### src/rtl/dmem_arbiter.sv
// dmem_arbiter
//   Arbitrates two requesters (A = CPU MEM stage, B = loader/debug port) onto
//   the single byte-wide data memory port. Each access holds its strobe for
//   ACCESS_CYCLES cycles. The owner then gets a one-cycle done pulse with the
//   read data. An out-of-range address skips the memory and answers at once
//   with done+err.
//
//   Optional build macro: DMEM_ARB_FIXED_PRIO_EN
//     defined   -> A always wins simultaneous requests (B can starve)
//     undefined -> round-robin between A and B
//
//   Ports
//     clk_i, rst_i             clock (rising edge), async active-low reset
//     a_/b_req_i, we_i         request level and direction (1 = write)
//     a_/b_addr_i, wdata_i     address and write data of each requester
//     a_/b_gnt_o               one-cycle grant pulse
//     a_/b_done_o, err_o       one-cycle completion pulse, error with done
//     rdata_o                  last captured read data
//     mem_read_o, mem_write_o  memory strobes
//     mem_addr_o, mem_wdata_o  latched address / write data
//     mem_rdata_i              memory read data
//     busy_o                   high whenever the sequencer is not idle
module dmem_arbiter #(
   parameter int unsigned MEM_DEPTH     = 32,
   parameter int unsigned ACCESS_CYCLES = 1
) (
   input  logic        clk_i,
   input  logic        rst_i,
   input  logic        a_req_i,
   input  logic        a_we_i,
   input  logic [31:0] a_addr_i,
   input  logic [31:0] a_wdata_i,
   input  logic        b_req_i,
   input  logic        b_we_i,
   input  logic [31:0] b_addr_i,
   input  logic [31:0] b_wdata_i,
   output logic        a_gnt_o,
   output logic        b_gnt_o,
   output logic        a_done_o,
   output logic        b_done_o,
   output logic        a_err_o,
   output logic        b_err_o,
   output logic [31:0] rdata_o,
   output logic        mem_read_o,
   output logic        mem_write_o,
   output logic [31:0] mem_addr_o,
   output logic [31:0] mem_wdata_o,
   input  logic [31:0] mem_rdata_i,
   output logic        busy_o
);

   typedef enum logic [1:0] {IDLE, ACCESS, RESP} stateT;

   localparam logic [3:0] CntLoad = 4'(ACCESS_CYCLES - 1);

   stateT       state;
   logic [3:0]  accessCnt;
   logic        ownerB;      // 1 when B owns the access in flight
   logic        opWrite;

   logic        pickB;
   logic        selWe;
   logic [31:0] selAddr;
   logic [31:0] selWdata;
   logic        selIllegal;

`ifndef DMEM_ARB_FIXED_PRIO_EN
   logic        ptrB;        // preferred requester on a tie: 0 = A, 1 = B
`endif

   // Winner selection: a lone requester always wins; a tie goes to the
   // preferred side.
   always_comb begin
`ifdef DMEM_ARB_FIXED_PRIO_EN
      pickB = b_req_i & ~a_req_i;
`else
      pickB = b_req_i & (~a_req_i | ptrB);
`endif
      selWe      = pickB ? b_we_i    : a_we_i;
      selAddr    = pickB ? b_addr_i  : a_addr_i;
      selWdata   = pickB ? b_wdata_i : a_wdata_i;
      selIllegal = (selAddr >= 32'(MEM_DEPTH));
   end

   always_ff @(posedge clk_i or negedge rst_i) begin
      if (!rst_i) begin
         state       <= IDLE;
         accessCnt   <= '0;
         ownerB      <= 1'b0;
         opWrite     <= 1'b0;
`ifndef DMEM_ARB_FIXED_PRIO_EN
         ptrB        <= 1'b0;
`endif
         a_gnt_o     <= 1'b0;
         b_gnt_o     <= 1'b0;
         a_done_o    <= 1'b0;
         b_done_o    <= 1'b0;
         a_err_o     <= 1'b0;
         b_err_o     <= 1'b0;
         rdata_o     <= '0;
         mem_read_o  <= 1'b0;
         mem_write_o <= 1'b0;
         mem_addr_o  <= '0;
         mem_wdata_o <= '0;
         busy_o      <= 1'b0;
      end else begin
         // grant/done/err are single-cycle pulses
         a_gnt_o  <= 1'b0;
         b_gnt_o  <= 1'b0;
         a_done_o <= 1'b0;
         b_done_o <= 1'b0;
         a_err_o  <= 1'b0;
         b_err_o  <= 1'b0;

         unique case (state)
            IDLE: begin
               if (a_req_i || b_req_i) begin
                  ownerB      <= pickB;
                  opWrite     <= selWe;
                  mem_addr_o  <= selAddr;
                  mem_wdata_o <= selWdata;
                  a_gnt_o     <= ~pickB;
                  b_gnt_o     <= pickB;
                  busy_o      <= 1'b1;
`ifndef DMEM_ARB_FIXED_PRIO_EN
                  ptrB        <= ~pickB;
`endif
                  if (selIllegal) begin
                     // out-of-range: answer in the grant cycle, never touch memory
                     state    <= RESP;
                     a_done_o <= ~pickB;
                     b_done_o <= pickB;
                     a_err_o  <= ~pickB;
                     b_err_o  <= pickB;
                     if (!selWe) begin
                        rdata_o <= '0;
                     end
                  end else begin
                     state       <= ACCESS;
                     accessCnt   <= CntLoad;
                     mem_read_o  <= ~selWe;
                     mem_write_o <= selWe;
                  end
               end
            end
            ACCESS: begin
               if (accessCnt != 4'd0) begin
                  accessCnt <= accessCnt - 4'd1;
               end else begin
                  state       <= RESP;
                  mem_read_o  <= 1'b0;
                  mem_write_o <= 1'b0;
                  a_done_o    <= ~ownerB;
                  b_done_o    <= ownerB;
                  if (!opWrite) begin
                     rdata_o <= mem_rdata_i;
                  end
               end
            end
            RESP: begin
               state  <= IDLE;
               busy_o <= 1'b0;
            end
            default: begin
               state  <= IDLE;
               busy_o <= 1'b0;
            end
         endcase
      end
   end

endmodule
### config.mk
export PLATFORM = sky130hd
export DESIGN_NAME = dmem_arbiter
export DESIGN_NICKNAME = d
export VERILOG_FILES = /design/src/rtl/dmem_arbiter.sv
export SDC_FILE = /design/constraint.sdc
export NUM_CORES = 1
export LEC_CHECK = 0
export ABC_AREA = 1
export BUFFER_PORTS_ARGS = -buffer_cell sky130_fd_sc_hd__buf_2
export CAP_MARGIN = 20
export CORE_MARGIN = 4
export CORE_UTILIZATION = 42
export CTS_CLUSTER_DIAMETER = 50
export DETAILED_ROUTE_END_ITERATION = 16
export GPL_ROUTABILITY_DRIVEN = 1
export PLACE_DENSITY = 0.77
export REMOVE_ABC_BUFFERS = 1
export SLEW_MARGIN = 0
export SYNTH_ARGS = -nofsm -noshare
export SYNTH_HDL_FRONTEND = slang
export SYNTH_SLANG_ARGS = --single-unit
export TNS_END_PERCENT = 20
### constraint.sdc
create_clock -name clk_i -period 1.8 [get_ports clk_i]
set_input_delay 0.36 -clock clk_i [delete_from_list [all_inputs] [get_ports clk_i]]
set_output_delay 0.36 -clock clk_i [all_outputs]
set_load 0.05 [all_outputs]
After elaboration in Yosys (flattened, before gate mapping)
Cells that the tools add are included.
- flip-flop bits (word level): 114
- input bits: 166
- logic and storage cells: 84
- output and inout bits: 105
- reductions and logical operators: 10
- multiplexer cells: 40
- add/sub/neg operators: 1
- bitwise logic cells: 7
- equal/unequal tests: 8
- $lt $le $gt $ge: 1
- operators with widths (kind ; number):
    $mux W32 ; 7
    $pmux W32 S2 ; 1
    $ge A32 B6 Y1 const B ; 1
    $mux W1 ; 19
    $ne A2 B2 Y1 const B ; 7
    $mux W4 ; 3
    $pmux W1 S2 ; 5
    $pmux W4 S2 ; 1
    $reduce_and A4 Y1 ; 2
    $mux W2 ; 3
    $reduce_and A2 Y1 ; 3
    $reduce_and A6 Y1 ; 1
    $not A1 Y1 ; 5
    $pmux W2 S2 ; 1
    $reduce_bool A4 Y1 ; 1
    $sub A4 B1 Y4 const B ; 1
    $eq A2 B1 Y1 const B ; 1
    $logic_not A2 Y1 ; 1
    $reduce_bool A2 Y1 ; 1
    $and A1 B1 Y1 ; 1
    $logic_or A1 B1 Y1 ; 1
    $or A1 B1 Y1 ; 1

Depth between registers and ports, before layout
- depth in word-level cells: 8
- mapped depth: 15
- gate-level depth less buffers: 14

Worst setup path after synthesis
OpenSTA, ideal clock, no wires.
- path kind: input -> register
- start: input port b_req_i
- end: register rdata_o[0]
- setup time: 119 ps
- arrival: 1602 ps
- stages: 13
- buffers on the path: 3
- setup slack: 78 ps
- required time: 1681 ps
- cell sequence: buf_4 -> nand2_4 -> buf_6 -> nand2_1 -> nand2_1 -> nand2_1 -> nor2_1 -> nand2_1 -> nor2_2 -> nand3_2 -> buf_2 -> nand3b_1 -> nand2_1
- cells in the longest elaborated chain, start to end: 5
- elaborated cells on any way between the ends: 9
- classes of those cells: order compare: 1; eq/ne: 3; mux: 2; bitwise: 1; reduce/logical: 2
- ends and longest elaborated chain (what ; RTL line ; source):
    start, declared ; 33 ; input logic b_req_i,
    $and A1 B1 Y1 ; 77 ; pickB = b_req_i & (~a_req_i | ptrB);
    $mux W32 ; 80 ; selAddr = pickB ? b_addr_i : a_addr_i;
    $ge A32 B6 Y1 ; 82 ; selIllegal = (selAddr >= 32'(MEM_DEPTH));
    $ne A2 B2 Y1 (no source line) ; -- ;
    $reduce_and A6 Y1 (no source line) (*) ; -- ;
    end signal, assigned ; 156 ; rdata_o <= mem_rdata_i;
    end, declared ; 43 ; output logic [31:0] rdata_o,
Every way passes the cells marked *; elsewhere a longest branch is shown, timed or not.
A chain may end at the register's enable or synchronous reset.

Worst setup path in the final report
- start: register ptrB
- end: register rdata_o[25]
- cells in the longest elaborated chain, start to end: 6
- elaborated cells on any way between the ends: 8
- classes of those cells: order compare: 1; eq/ne: 2; mux: 2; bitwise: 2; reduce/logical: 1
- ends and longest elaborated chain (what ; RTL line ; source):
    start, declared ; 68 ; logic ptrB;
    start signal, assigned ; 126 ; ptrB <= ~pickB;
    $or A1 B1 Y1 (*) ; 77 ;
    $and A1 B1 Y1 (*) ; 77 ;
    $mux W32 ; 80 ;
    $ge A32 B6 Y1 ; 82 ;
    $ne A2 B2 Y1 (no source line) ; -- ;
    $reduce_and A6 Y1 (no source line) (*) ; -- ;
Marks and branches as above.

==> tab_implementation.tex <==
\begin{tabular}{lr}
\hline
Metric & Value \\
\hline
\multicolumn{2}{l}{\textbf{Place}} \\
Setup slack at placement & -0.2488 ns \\
Post-place instance area & 7289 um\^{}2 \\
Post-detailed-placement half-perimeter wirelength & 12.54 mm \\
\# port buffers & 270 \\
Weighted congestion at the end of routability-driven global placement & 0.8558 \\
\multicolumn{2}{l}{\textbf{Final layout}} \\
Register area & 2853 um\^{}2 \\
Final cell area excluding filler cells & 8356 um\^{}2 \\
Diodes inserted & 0 \\
\# fillers & 1034 \\
Total number of nets in the final design & 1173 \\
Syn-to-layout area delta & 50.20\% \\
Area used by multi-input combinational logic & 2456 um\^{}2 \\
Fraction of layout cells with a size suffix above 1 & 0.4002 \\
\multicolumn{2}{l}{\textbf{Logic synthesis}} \\
Number of storage elements in the synthesis netlist & 114 \\
Ys Warns & 0 \\
Synth Area in XOR/XNOR & 0.003149 \\
Proportion of synthesized area in mux cells & 0 \\
Register area share after synthesis & 0.5128 \\
Post-Synthesis Cell Area & 5563 um\^{}2 \\
Number of instances in the synthesized netlist & 698 \\
Compound-cell area share of the yosys netlist & 0.1035 \\
Fraction of the mapped netlist area in adder cells & 0.004498 \\
Leading post-synthesis cells by cell area & dfrtp\_1 (51\%), nand2\_1 (17\%), o21ai\_0 (9.3\%), nand3b\_1 (7.6\%), nor2\_1 (3.8\%) \\
Number of distinct library cells after synthesis & 28 \\
Combinational family with the most area after synthesis & simple AND/OR/NAND/NOR gates \\
Area share of the leading cell type in the synthesized netlist & 0.5128 \\
Post-Synth Simple-Gate Area & 0.3050 \\
Most area-hungry cell type in the Yosys netlist & dfrtp\_1 \\
Avg Synthesized Cell Area & 7.970 um\^{}2 \\
\multicolumn{2}{l}{\textbf{Critical path}} \\
Chain of cells forming the critical path & inv\_2, nand2\_4, nand2\_8, buf\_6, nand2\_1, nand2\_2, nand2\_2, nor2\_4, nand2\_2, nor2\_4, nand3\_4, buf\_12, buf\_16, nand3b\_1, nand2\_1 \\
Critical Path Sink & rdata\_o[25] \\
Data required time at the worst endpoint & 2.10 ns \\
Setup crit start kind & register \\
Worst r2r src & ptrB \\
Max stage delay cell, worst path & dfrtp\_1 \\
Endpoint type of the worst setup path & register \\
Max incr delay on CP & 0.37 ns \\
Depth of the most critical reg-to-reg path & 15 \\
Cell type with the highest occurrence count on the critical path & nand2\_2 \\
Critical R2R Capture & rdata\_o[25] \\
Register-to-register setup slack & -0.21 ns \\
Worst setup path startpoint & ptrB \\
Critical Path AT & 2.31 ns \\
Maximum fanout count along the critical path & 8 \\
Path type of the worst setup path & register to register \\
\multicolumn{2}{l}{\textbf{Status}} \\
Run status & finished, violations left \\
Violations in the final reports & negative setup slack \\
\multicolumn{2}{l}{\textbf{STA}} \\
Setup-failing EPs final & 44 \\
Post-Route Skew & 0.008954 ns \\
Setup repair after global routing missed its margin & true \\
Shortest period the worst path allows & 2.008 ns \\
Actual slew at the worst max-slew pin & 0.3967 ns \\
Worst-case setup margin in the final layout & -0.2084 ns \\
Final clock period utilization by the worst path & 1.116 \\
Max-slew violation total from the final report & 0 \\
Number of hold violations in the final report & 0 \\
Max\_slew headroom & 0.7355 \\
Highest clock frequency the design can meet & 0.4979 GHz \\
\multicolumn{2}{l}{\textbf{Global route}} \\
Global-route wire length before repair & 26.93 mm \\
Total grt overflow & 0 \\
Largest net degree at the start of global routing & 64 \\
Initial antenna violation count & 0 \\
Via count of the first global-routing pass & 5384 \\
Global routing usage summed across all routing layers & 0.2290 \\
\multicolumn{2}{l}{\textbf{Drt}} \\
Post-DRT Antenna Nets & 0 \\
Via count of the routed design & 5786 \\
Per-cell via count in the routed design & 4.866 \\
Violation count after the first detailed-routing iteration & 413 \\
Pre-antenna DRT Iters & 4 \\
Number of remaining DRC errors & 0 \\
Wirelength, routed & 18.51 mm \\
Routed WL per cell & 15.57 um \\
\multicolumn{2}{l}{\textbf{Floorplan}} \\
Top-level I/O count & 271 \\
Core region area & 12770 um\^{}2 \\
Initial core utilization & 0.4355 \\
Die width & 123.1 um \\
Die Area & 15150 um\^{}2 \\
Site row count & 41 \\
Die H & 123.1 um \\
\multicolumn{2}{l}{\textbf{Power}} \\
Worst ir drop on vdd & 0.8234 mV \\
Cell leakage power & 4.571 nW \\
Total power divided by cell area & 2052 nW/um\^{}2 \\
\multicolumn{2}{l}{\textbf{Clocking}} \\
H-tree depth reported by CTS & 4 \\
Deepest clock path buffer count & 2 \\
Sink count of the clock tree & 114 \\
Skew-Pair Late Insertion Delay & 0.41 ns \\
Total clock buffers created by CTS & 17 \\
CTS Root Cell & clkbuf\_16 \\
Clock-pin transition on the worst setup and hold timing paths & 0.05 ns \\
TritonCTS clock tree & yes \\
\multicolumn{2}{l}{\textbf{Min path}} \\
Worst hold-check path type & input pin to register \\
Cells on Worst Hold Path & 3 \\
\multicolumn{2}{l}{\textbf{Run}} \\
Maxcap violations & 0 \\
\hline
\end{tabular}
cells by family after synthesis:
family	Yosys count
xor+xnor	2
simple gates	382
buf+inv	87
flops	114
fa+ha+maj	2
compound gates	111
how the worst min path moves through the flow:
stage	from	endpoint	slack [ns]
detailed placement	rst_i	mem_wdata_o[21]	0.39
CTS	a_wdata_i[31]	mem_wdata_o[31]	0.15
finish	a_wdata_i[31]	mem_wdata_o[31]	0.17
floorplan	rst_i	a_done_o	0.06
global route	a_wdata_i[31]	mem_wdata_o[31]	0.17
global placement	rst_i	mem_wdata_o[21]	0.39
through the flow:
stage                     power [mW]  instances  TNS, ns  hold slack [ns]  utilization
after floorplan                10.38        655  -145.48          0.06441            -
after global placement         13.08       1133   -8.346           0.3882       0.5707
after detailed placement       13.22       1133   -10.01           0.3930       0.5707
after CTS                      17.04       1180   -7.335           0.1484       0.6395
after global routing           18.04       1189   -11.79           0.1736       0.6541
final                          17.14       1189   -6.004           0.1674       0.6541
repair_timing:
action,in CTS,in global routing
hold buffers,1,0
endpoints found under the setup margin,44,49
setup buffers,12,7
pin swaps,16,31
gates cloned,3,4
gates resized for setup,24,37
hold endpoints to repair,114,0
Yosys cell counts (all sizes together):
master	instances
nand3b	56
ha	2
o21bai	1
nor3	1
a21oi	3
o21ai	105
buf	18
a31oi	1
nand2	256
nand3	9
inv	44
xnor2	2
dfrtp	114
nand4	1
or2	1
o22ai	1
clkbuf	25
nor2	58
final cells by class:
| class | count | share of cell area |
|---|---|---|
| tap | 172 | 0.02576 |
| multi-input combinational | 497 | 0.2940 |
| timing repair buffer | 331 | 0.2463 |
| clock buffer | 27 | 0.06140 |
| sequential | 114 | 0.3414 |
| inverter | 44 | 0.01977 |
| clock inverter | 4 | 0.01138 |
sequential cells by signal (all words and copies together), names as in the netlist:
name,count
a_done_o,1
a_err_o,1
a_gnt_o,1
accessCnt,4
b_done_o,1
b_err_o,1
b_gnt_o,1
busy_o,1
mem_addr_o,32
mem_read_o,1
mem_wdata_o,32
mem_write_o,1
opWrite,1
ownerB,1
ptrB,1
rdata_o,32
state,2
where the power goes:
part | switching (mW) | internal, mW
combinational | 6.83 | 2.46
clock | 1.11 | 2.35
sequential | 0.638 | 3.75
total | 8.58 | 8.56
critical path: cells and delay by family (launching register included):
family / cells / cell delay (ns)
AND/OR/NAND/NOR: 11 / 1.01
buffers and inverters: 4 / 0.51
flip-flops: 1 / 0.37
layer usage:
layer / GRT usage / up-vias / wire length (um)
li1: - / 2833 / -
met1: 0.2755 / 2682 / 7427
met2: 0.3929 / 234 / 9164
met3: 0.05810 / 37 / 1414
met4: 0.09273 / 0 / 503
met5: 0 / - / 0
placed cells by master (no fill, tap or decap), types with 8 or more instances in the layout:
cell type	n
buf_2	269
buf_4	40
nand3b_1	56
o21ai_0	100
nand3_1	8
nor2_1	48
nand2_1	223
dfrtp_1	114
nand2_2	30
buf_12	10
clkbuf_16	20
inv_1	41
Note: power is estimated with default switching activity, not from simulation.
